## src/rtl/traffic_density_estimator.sv

```systemverilog
// Per-direction detector synchronizer, debouncer and windowed vehicle counter
// producing registered 2-bit density levels for the light controller.
module traffic_density_estimator #(
  parameter int WINDOW_CYCLES = 200,
  parameter int DEBOUNCE      = 3,
  parameter int CNT_W         = 8,
  parameter int THR1          = 2,
  parameter int THR2          = 5,
  parameter int THR3          = 9
) (
  input  logic       clk,
  input  logic       reset,
  input  logic       det_N,
  input  logic       det_E,
  output logic [1:0] sensor_N,
  output logic [1:0] sensor_E,
  output logic       window_tick
);

  localparam int WCNT_W = $clog2(WINDOW_CYCLES);
  localparam int STAB_W = $clog2(DEBOUNCE + 1);
  localparam logic [CNT_W-1:0] CNT_MAX = '1;

  logic [WCNT_W-1:0] wcnt;
  logic              terminal;
  logic [1:0]        det;
  logic [1:0]        level_q [2];

  assign det      = {det_E, det_N};
  assign terminal = (wcnt == WCNT_W'(WINDOW_CYCLES - 1));

  always_ff @(posedge clk or negedge reset) begin
    if (!reset) begin
      wcnt        <= '0;
      window_tick <= 1'b0;
    end else begin
      wcnt        <= terminal ? '0 : wcnt + WCNT_W'(1);
      window_tick <= terminal;
    end
  end

  // Index 0 is the north path, index 1 the east path; the two never interact.
  for (genvar d = 0; d < 2; d++) begin : gen_dir
    logic [1:0]        sync_q;
    logic              s;
    logic              deb;
    logic [STAB_W-1:0] stab;
    logic              arr;
    logic [CNT_W-1:0]  cnt;
    logic [CNT_W-1:0]  next_cnt;
    logic [31:0]       cnt_ext;
    logic [1:0]        level;
    logic [1:0]        lvl_q;

    assign s = sync_q[1];

    always_ff @(posedge clk or negedge reset) begin
      if (!reset) begin
        sync_q <= '0;
        deb    <= 1'b0;
        stab   <= '0;
        arr    <= 1'b0;
      end else begin
        sync_q <= {sync_q[0], det[d]};
        if (s == deb) begin
          stab <= '0;
          arr  <= 1'b0;
        end else if (stab == STAB_W'(DEBOUNCE - 1)) begin
          // Accepting a new level; only a 0->1 acceptance is a vehicle arrival.
          deb  <= s;
          stab <= '0;
          arr  <= s;
        end else begin
          stab <= stab + STAB_W'(1);
          arr  <= 1'b0;
        end
      end
    end

    // Arrival on the terminal cycle still belongs to the closing window.
    always_comb begin
      next_cnt = cnt;
      if (arr && (cnt != CNT_MAX)) next_cnt = cnt + CNT_W'(1);
    end

    assign cnt_ext = 32'(next_cnt);

    always_comb begin
      level = 2'd3;
      if (cnt_ext < 32'(THR1))      level = 2'd0;
      else if (cnt_ext < 32'(THR2)) level = 2'd1;
      else if (cnt_ext < 32'(THR3)) level = 2'd2;
    end

    always_ff @(posedge clk or negedge reset) begin
      if (!reset) begin
        cnt   <= '0;
        lvl_q <= 2'd0;
      end else if (terminal) begin
        cnt   <= '0;
        lvl_q <= level;
      end else begin
        cnt   <= next_cnt;
      end
    end

    assign level_q[d] = lvl_q;
  end

  assign sensor_N = level_q[0];
  assign sensor_E = level_q[1];

endmodule

```

## config.mk

```make
export PLATFORM = sky130hd
export DESIGN_NAME = traffic_density_estimator
export DESIGN_NICKNAME = d
export VERILOG_FILES = /design/src/rtl/traffic_density_estimator.sv
export SDC_FILE = /design/constraint.sdc
export NUM_CORES = 1
export LEC_CHECK = 0
export CORE_MARGIN = 3
export CORE_UTILIZATION = 40
export CTS_CLUSTER_SIZE = 12
export DETAILED_ROUTE_END_ITERATION = 10
export HOLD_SLACK_MARGIN = 0.03
export PLACE_DENSITY = 0.6
export SLEW_MARGIN = 20
export SYNTH_ARGS = -nofsm -noshare
export SYNTH_HDL_FRONTEND = slang
export SYNTH_SLANG_ARGS = --single-unit
```

## constraint.sdc

```tcl
create_clock -name clk -period 5.2 [get_ports clk]
set_clock_uncertainty 0.2 [all_clocks]
set_input_delay 0.52 -clock clk [delete_from_list [all_inputs] [get_ports clk]]
set_output_delay 0.52 -clock clk [all_outputs]
set_load 0.005 [all_outputs]
```

# Word-level counts from Yosys, hierarchy flattened
# Cells that the tools add are included.
[word_totals]
regBits = 41
wordCells = 57
[op_classes]
n_bitwise = 2
n_addsub = 5
magnitude_cmp = 6
mux = 19
n_eq_ne = 7
reduce_logical = 4
[ops]
columns = ["op", "count"]
rows = [
  ["$mux W8", 5],
  ["$add A8 B1 Y8 const B", 3],
  ["$lt A8 B2 Y1 const B", 2],
  ["$lt A8 B3 Y1 const B", 2],
  ["$lt A8 B4 Y1 const B", 2],
  ["$mux W2", 8],
  ["$ne A8 B8 Y1 const B", 2],
  ["$eq A8 B8 Y1 const B", 1],
  ["$mux W1", 6],
  ["$add A2 B1 Y2 const B", 2],
  ["$eq A2 B2 Y1 const B", 2],
  ["$reduce_and A2 Y1", 2],
  ["$eq A1 B1 Y1", 2],
  ["$logic_and A1 B1 Y1", 2],
  ["$not A1 Y1", 2],
]

# Depth between registers and ports, before layout
[depth]
word_depth = 7
mapped_depth = 8
mapped_depth_nobuf = 7

# Worst setup path before layout
# Ideal clock, no wire load.
[synth_timing]
kind = "flip-flop to flip-flop"
startpoint = "register gen_dir[1].cnt[0]"
endpoint = "register gen_dir[1].lvl_q[0] (netlist: sensor_E[0])"
t_required_ns = 4.874
arrival_ns = 1.761
n_path_buf = 0
setup_slack_ns = 3.113
period_less_slack_ns = 2.087
setup_ns = 0.126
path_stages_with_launch = 8
path_cell_list = "dfrtp_1 ha_1 nand4_1 o21ai_2 nor2_1 xnor2_1 a31oi_1 o32a_1"
[synth_via]
elab_chain_len = 7
word_cells_on_any_way = 10
[synth_lines]
columns = ["element", "line", "rtl"]
rows = [
  ["from (decl)", "49", "logic [CNT_W-1:0] cnt;"],
  ["from (signal assigned)", "103", "cnt <= next_cnt;"],
  ["parallel branches: the longest is 2 deep, another holds $add A8 B1 Y8", "n/a", ""],
  ["$mux W8 *", "83", "if (arr && (cnt != CNT_MAX)) next_cnt = cnt + CNT_W'(1);"],
  ["$lt A8 B4 Y1", "92", "else if (cnt_ext < 32'(THR3)) level = 2'd2;"],
  ["$mux W1", "92", ""],
  ["$mux W2", "91", "else if (cnt_ext < 32'(THR2)) level = 2'd1;"],
  ["$mux W2 *", "90", "if (cnt_ext < 32'(THR1)) level = 2'd0;"],
  ["to (signal assigned)", "101", "lvl_q <= level;"],
  ["to (decl)", "53", "logic [1:0] lvl_q;"],
]
# Mark *: on every way between the ends.
# A chain may end at the register's enable or synchronous reset.

# Worst setup path in the final report
[layout_timing]
startpoint = "register gen_dir[0].cnt[1]"
endpoint = "register gen_dir[0].lvl_q[1] (netlist: sensor_N[1])"
[layout_via]
elab_chain_len = 6
word_cells_on_any_way = 8
[layout_lines]
columns = ["element", "line"]
rows = [
  ["from (decl)", "49"],
  ["from (signal assigned)", "103"],
  ["parallel branches: the longest is 2 deep, another holds $add A8 B1 Y8", "n/a"],
  ["$mux W8 *", "83"],
  ["$lt A8 B3 Y1", "91"],
  ["$mux W2", "91"],
  ["$mux W2 *", "90"],
  ["to (signal assigned)", "101"],
  ["to (decl)", "53"],
]
# Marks and branches as above.

==> results by group <==
Timing
  • Total Negative Setup Slacks: 0 ps
  • Worst-margin pin slew: between 800 and 900 ps
  • Setup-failing EPs final: 0
  • Final Max Slew Viols: 0
  • Worst Hold Slack: around 150 ps
  • Number of hold violations in the final report: 0
  • FMAX: between 0.4 and 0.5 GHz
  • Normalized max-slew margin: 0.410
  • Fin crit share: 0.478
  • Tmin final: roughly 2500 ps
  • Setup repair after global routing missed its margin: false

Logic synthesis
  • Synth Flop Type: sky130_fd_sc_hd__dfrtp_1
  • Flip-flop and latch count after synthesis: a little over 40
  • Cell types with the highest counts after synthesis: sky130_fd_sc_hd__dfrtp_1 (41), sky130_fd_sc_hd__nor2_1 (26), sky130_fd_sc_hd__nand2_1 (17)
  • Share of async-settable or async-resettable flops after synthesis: 1.00
  • Synthesized cell area: 2210 µm²
  • Area share of the largest cell type after synthesis: 0.465
  • Number of enable flip-flop cells after synthesis: 0
  • Post-Synthesis Cells: approximately 230
  • Number of distinct library cells after synthesis: 54
  • Most repeated cell in the gate-level netlist after synthesis: sky130_fd_sc_hd__dfrtp_1
  • Post-Syn Area per Cell: around 10 µm²
  • Top cells by area, synth: sky130_fd_sc_hd__dfrtp_1 (47%), sky130_fd_sc_hd__nor2_1 (4.4%), sky130_fd_sc_hd__xnor2_1 (3.2%), sky130_fd_sc_hd__nand2_1 (2.9%), sky130_fd_sc_hd__xor2_1 (2.8%)
  • Sequential cell area fraction in the yosys report: 0.465
  • Mapped Nets: about 230
  • Number of warnings issued by yosys: 0
  • Largest area contributor in the synthesized netlist: sky130_fd_sc_hd__dfrtp_1

Global routing
  • Global-route wire length before repair: 6.99 mm
  • Pin count of the biggest net entering global routing: 42
  • Vias in the first global route: 1,581
  • Total GRT Usage: 0.137
  • Number of antenna violations at the first check in global routing: 0
  • Congestion Overflow GR: 0

Route
  • Via density per instance: between 5 and 6
  • Post-detailed-routing wire length: approximately 3.9 mm
  • Total DRC errors in the routed layout: 0
  • Count of antenna-violating nets left after detailed routing: 0
  • Total via count in the routed design: around 1,600
  • First-iteration detailed-routing DRC count: between 60 and 70
  • Routed len/inst: between 10 and 15 µm
  • Total iterations of the first detailed-routing run: 4

Worst setup path
  • Sequence of cells on the critical path: ha_1 -> nand2_1 -> a2111o_1 -> a221oi_1 -> nand3_1 -> o22a_1
  • CP bufs+invs: 0
  • WS Path Type: register to register
  • Cell class contributing the biggest share of worst-path delay: compound AO/OA/AOI/OAI gates
  • Critical Path Start: gen_dir[0].cnt[1]$_DFF_PN0_
  • Largest stage delay on the critical path: around 510 ps
  • Critical Path RT: roughly 5200 ps
  • Critical path startpoint category: register
  • Endpoint class of the critical path: register
  • Highest fanout seen on the critical path: 10
  • Worst flop-to-flop path startpoint: gen_dir[0].cnt[1]$_DFF_PN0_
  • CP arrival: roughly 2500 ps
  • Crit-path slowest cell: sky130_fd_sc_hd__dfrtp_1

Clock network
  • Clock buffer depth: 2
  • H-Tree Depth: 2
  • Quantity of hold-fixing buffers added after cts: 0
  • Number of buffers added for setup after CTS: 0
  • Number of buffers created by CTS: 5
  • Total number of clock tree sinks: just over 40
  • Clock insertion delay at the later pin of the skew report: approximately 280 ps
  • Clock input transition at the sequential cells of the worst setup and hold paths: ~70 ps
  • Resized Gates After CTS: 0
  • Cell at the root of the clock tree: sky130_fd_sc_hd__clkbuf_8
  • Clock tree from TritonCTS: yes

Placement
  • # port buffers: 8
  • Final HPWL DP: 2.77 mm
  • Placer's final routability congestion estimate: roughly 0.84
  • DP Cell Count: a little under 300

Die
  • Chip height: roughly 80 µm
  • Area of the core: between 5000 and 6000 µm²
  • Die Outline Area: between 6000 and 7000 µm²
  • Number of placement rows: 26
  • Die Wd: ~80 µm
  • Number of top-level pins: 9
  • Initial core utilization: 0.424

Run
  • Number of max-capacitance violations reported: 0

Power
  • Maximum VDD drop: 294 µV
  • Power per standard cell area: 386 nW/µm²
  • LEAKAGE: approximately 1.1 nW

Final layout
  • Final net count: approximately 240
  • Number of fill cells: just over 500
  • Layout Cells excl Fill: between 300 and 400
  • Share of final-layout standard cells stronger than drive strength 1: 0.0905
  • Antenna Cells: 0
  • Final core utilization: 0.469
  • Signed area change from the synthesized netlist to the final layout: 10.7%

Run status
  • Result of the run: completed

Min path
  • Tightest Hold Check Type: primary input to asynchronous set/reset pin
==> layout by cell type (no fill, tap or decap), types with 5 or more instances in the layout <==
master | netlist | final
sky130_fd_sc_hd__nand3_1 | 7 | 7
sky130_fd_sc_hd__a31oi_1 | 6 | 6
sky130_fd_sc_hd__nor3_1 | 9 | 9
sky130_fd_sc_hd__dfrtp_1 | 41 | 41
sky130_fd_sc_hd__xor2_1 | 7 | 7
sky130_fd_sc_hd__and3_1 | 5 | 5
sky130_fd_sc_hd__inv_1 | 6 | 6
sky130_fd_sc_hd__clkdlybuf4s50_1 | 0 | 7
sky130_fd_sc_hd__a21oi_1 | 6 | 6
sky130_fd_sc_hd__nand4_1 | 6 | 6
sky130_fd_sc_hd__nor2b_1 | 8 | 8
sky130_fd_sc_hd__nor2_1 | 26 | 26
sky130_fd_sc_hd__o21ai_0 | 8 | 8
sky130_fd_sc_hd__clkbuf_8 | 0 | 6
sky130_fd_sc_hd__nand2_1 | 17 | 17
sky130_fd_sc_hd__xnor2_1 | 8 | 8
==> where the power goes <==
| part | switching, mW | internal (mW) | total, mW |
|---|---|---|---|
| Sequential | 0.0694 | 0.366 | 0.435 |
| Combinational | 0.131 | 0.119 | 0.250 |
| Clock | 0.101 | 0.156 | 0.257 |
==> registers in the layout, indices dropped and copies added, names as in the netlist <==
signal / cells
sensor_N: 2
window_tick: 1
gen_dir.arr: 2
sensor_E: 2
wcnt: 8
gen_dir.stab: 4
gen_dir.deb: 2
gen_dir.cnt: 16
gen_dir.sync_q: 4
==> area by class of cell <==
class                           count  area, µm²  area share
Multi-Input combinational cell    168       1110       0.453
Sequential cell                    41       1030       0.420
Tap cell                           70       87.6      0.0359
Clock buffer                        7       86.3      0.0354
Timing Repair Buffer                9       82.6      0.0338
Clock inverter                      1       30.0      0.0123
Inverter                            6       22.5     0.00923
==> worst paths after layout <==
kind | end | slack (ps) | depth (start not counted)
max in group asynchronous | wcnt[4]$_DFF_PN0_ | 4090 | 1
hold reg to reg | gen_dir[1].sync_q[1]$_DFF_PN0_ | 160 | 0
setup reg to reg | sensor_N[1]$_DFFE_PN0P_ | 2720 | 6
setup / recovery | sensor_N[1]$_DFFE_PN0P_ | 2720 | 6
min in group clk | gen_dir[1].sync_q[1]$_DFF_PN0_ | 160 | 0
hold / removal | wcnt[3]$_DFF_PN0_ | 150 | 1
==> worst reg2reg max path: stages, from the launching register on <==
cell                       delay [ps]
sky130_fd_sc_hd__dfrtp_1          510
sky130_fd_sc_hd__ha_1             380
sky130_fd_sc_hd__nand2_1          170
sky130_fd_sc_hd__a2111o_1         450
sky130_fd_sc_hd__a221oi_1         360
sky130_fd_sc_hd__nand3_1          130
sky130_fd_sc_hd__o22a_1           170
==> logic make-up (layout without fill, tap and decap cells) <==
| family | Yosys count | after routing | share of synthesized area |
|---|---|---|---|
| flip-flops | 41 | 41 | 0.465 |
| multiplexers | 5 | 5 | 0.0244 |
| XOR/XNOR | 15 | 15 | 0.0596 |
| buffers and inverters | 16 | 23 | 0.0335 |
| adder cells (fa/ha/maj) | 3 | 3 | 0.0170 |
| AND/OR/NAND/NOR | 99 | 99 | 0.246 |
| AO/OA/AOI/OAI | 46 | 46 | 0.154 |
==> metal layers <==
metal  vias to the layer above  routed length [µm]  GRT usage
li1                        829                   -          -
met3                         4                 146     0.0348
met2                        27                1770      0.219
met5                         -                   0          0
met1                       767                1940      0.179
met4                         0                  36     0.0507
==> per-stage QoR <==
stage	total power, mW	area (µm²)	worst slack, ps
2_1_floorplan	0.637	2210	3110
3_3_place_gp	0.687	2320	2750
3_5_place_dp	0.688	2320	2730
4_1_cts	0.953	2440	2710
5_1_grt	1.01	2440	2440
6_report	0.942	2440	2720
No activity file was read; power rests on OpenSTA's default activity.
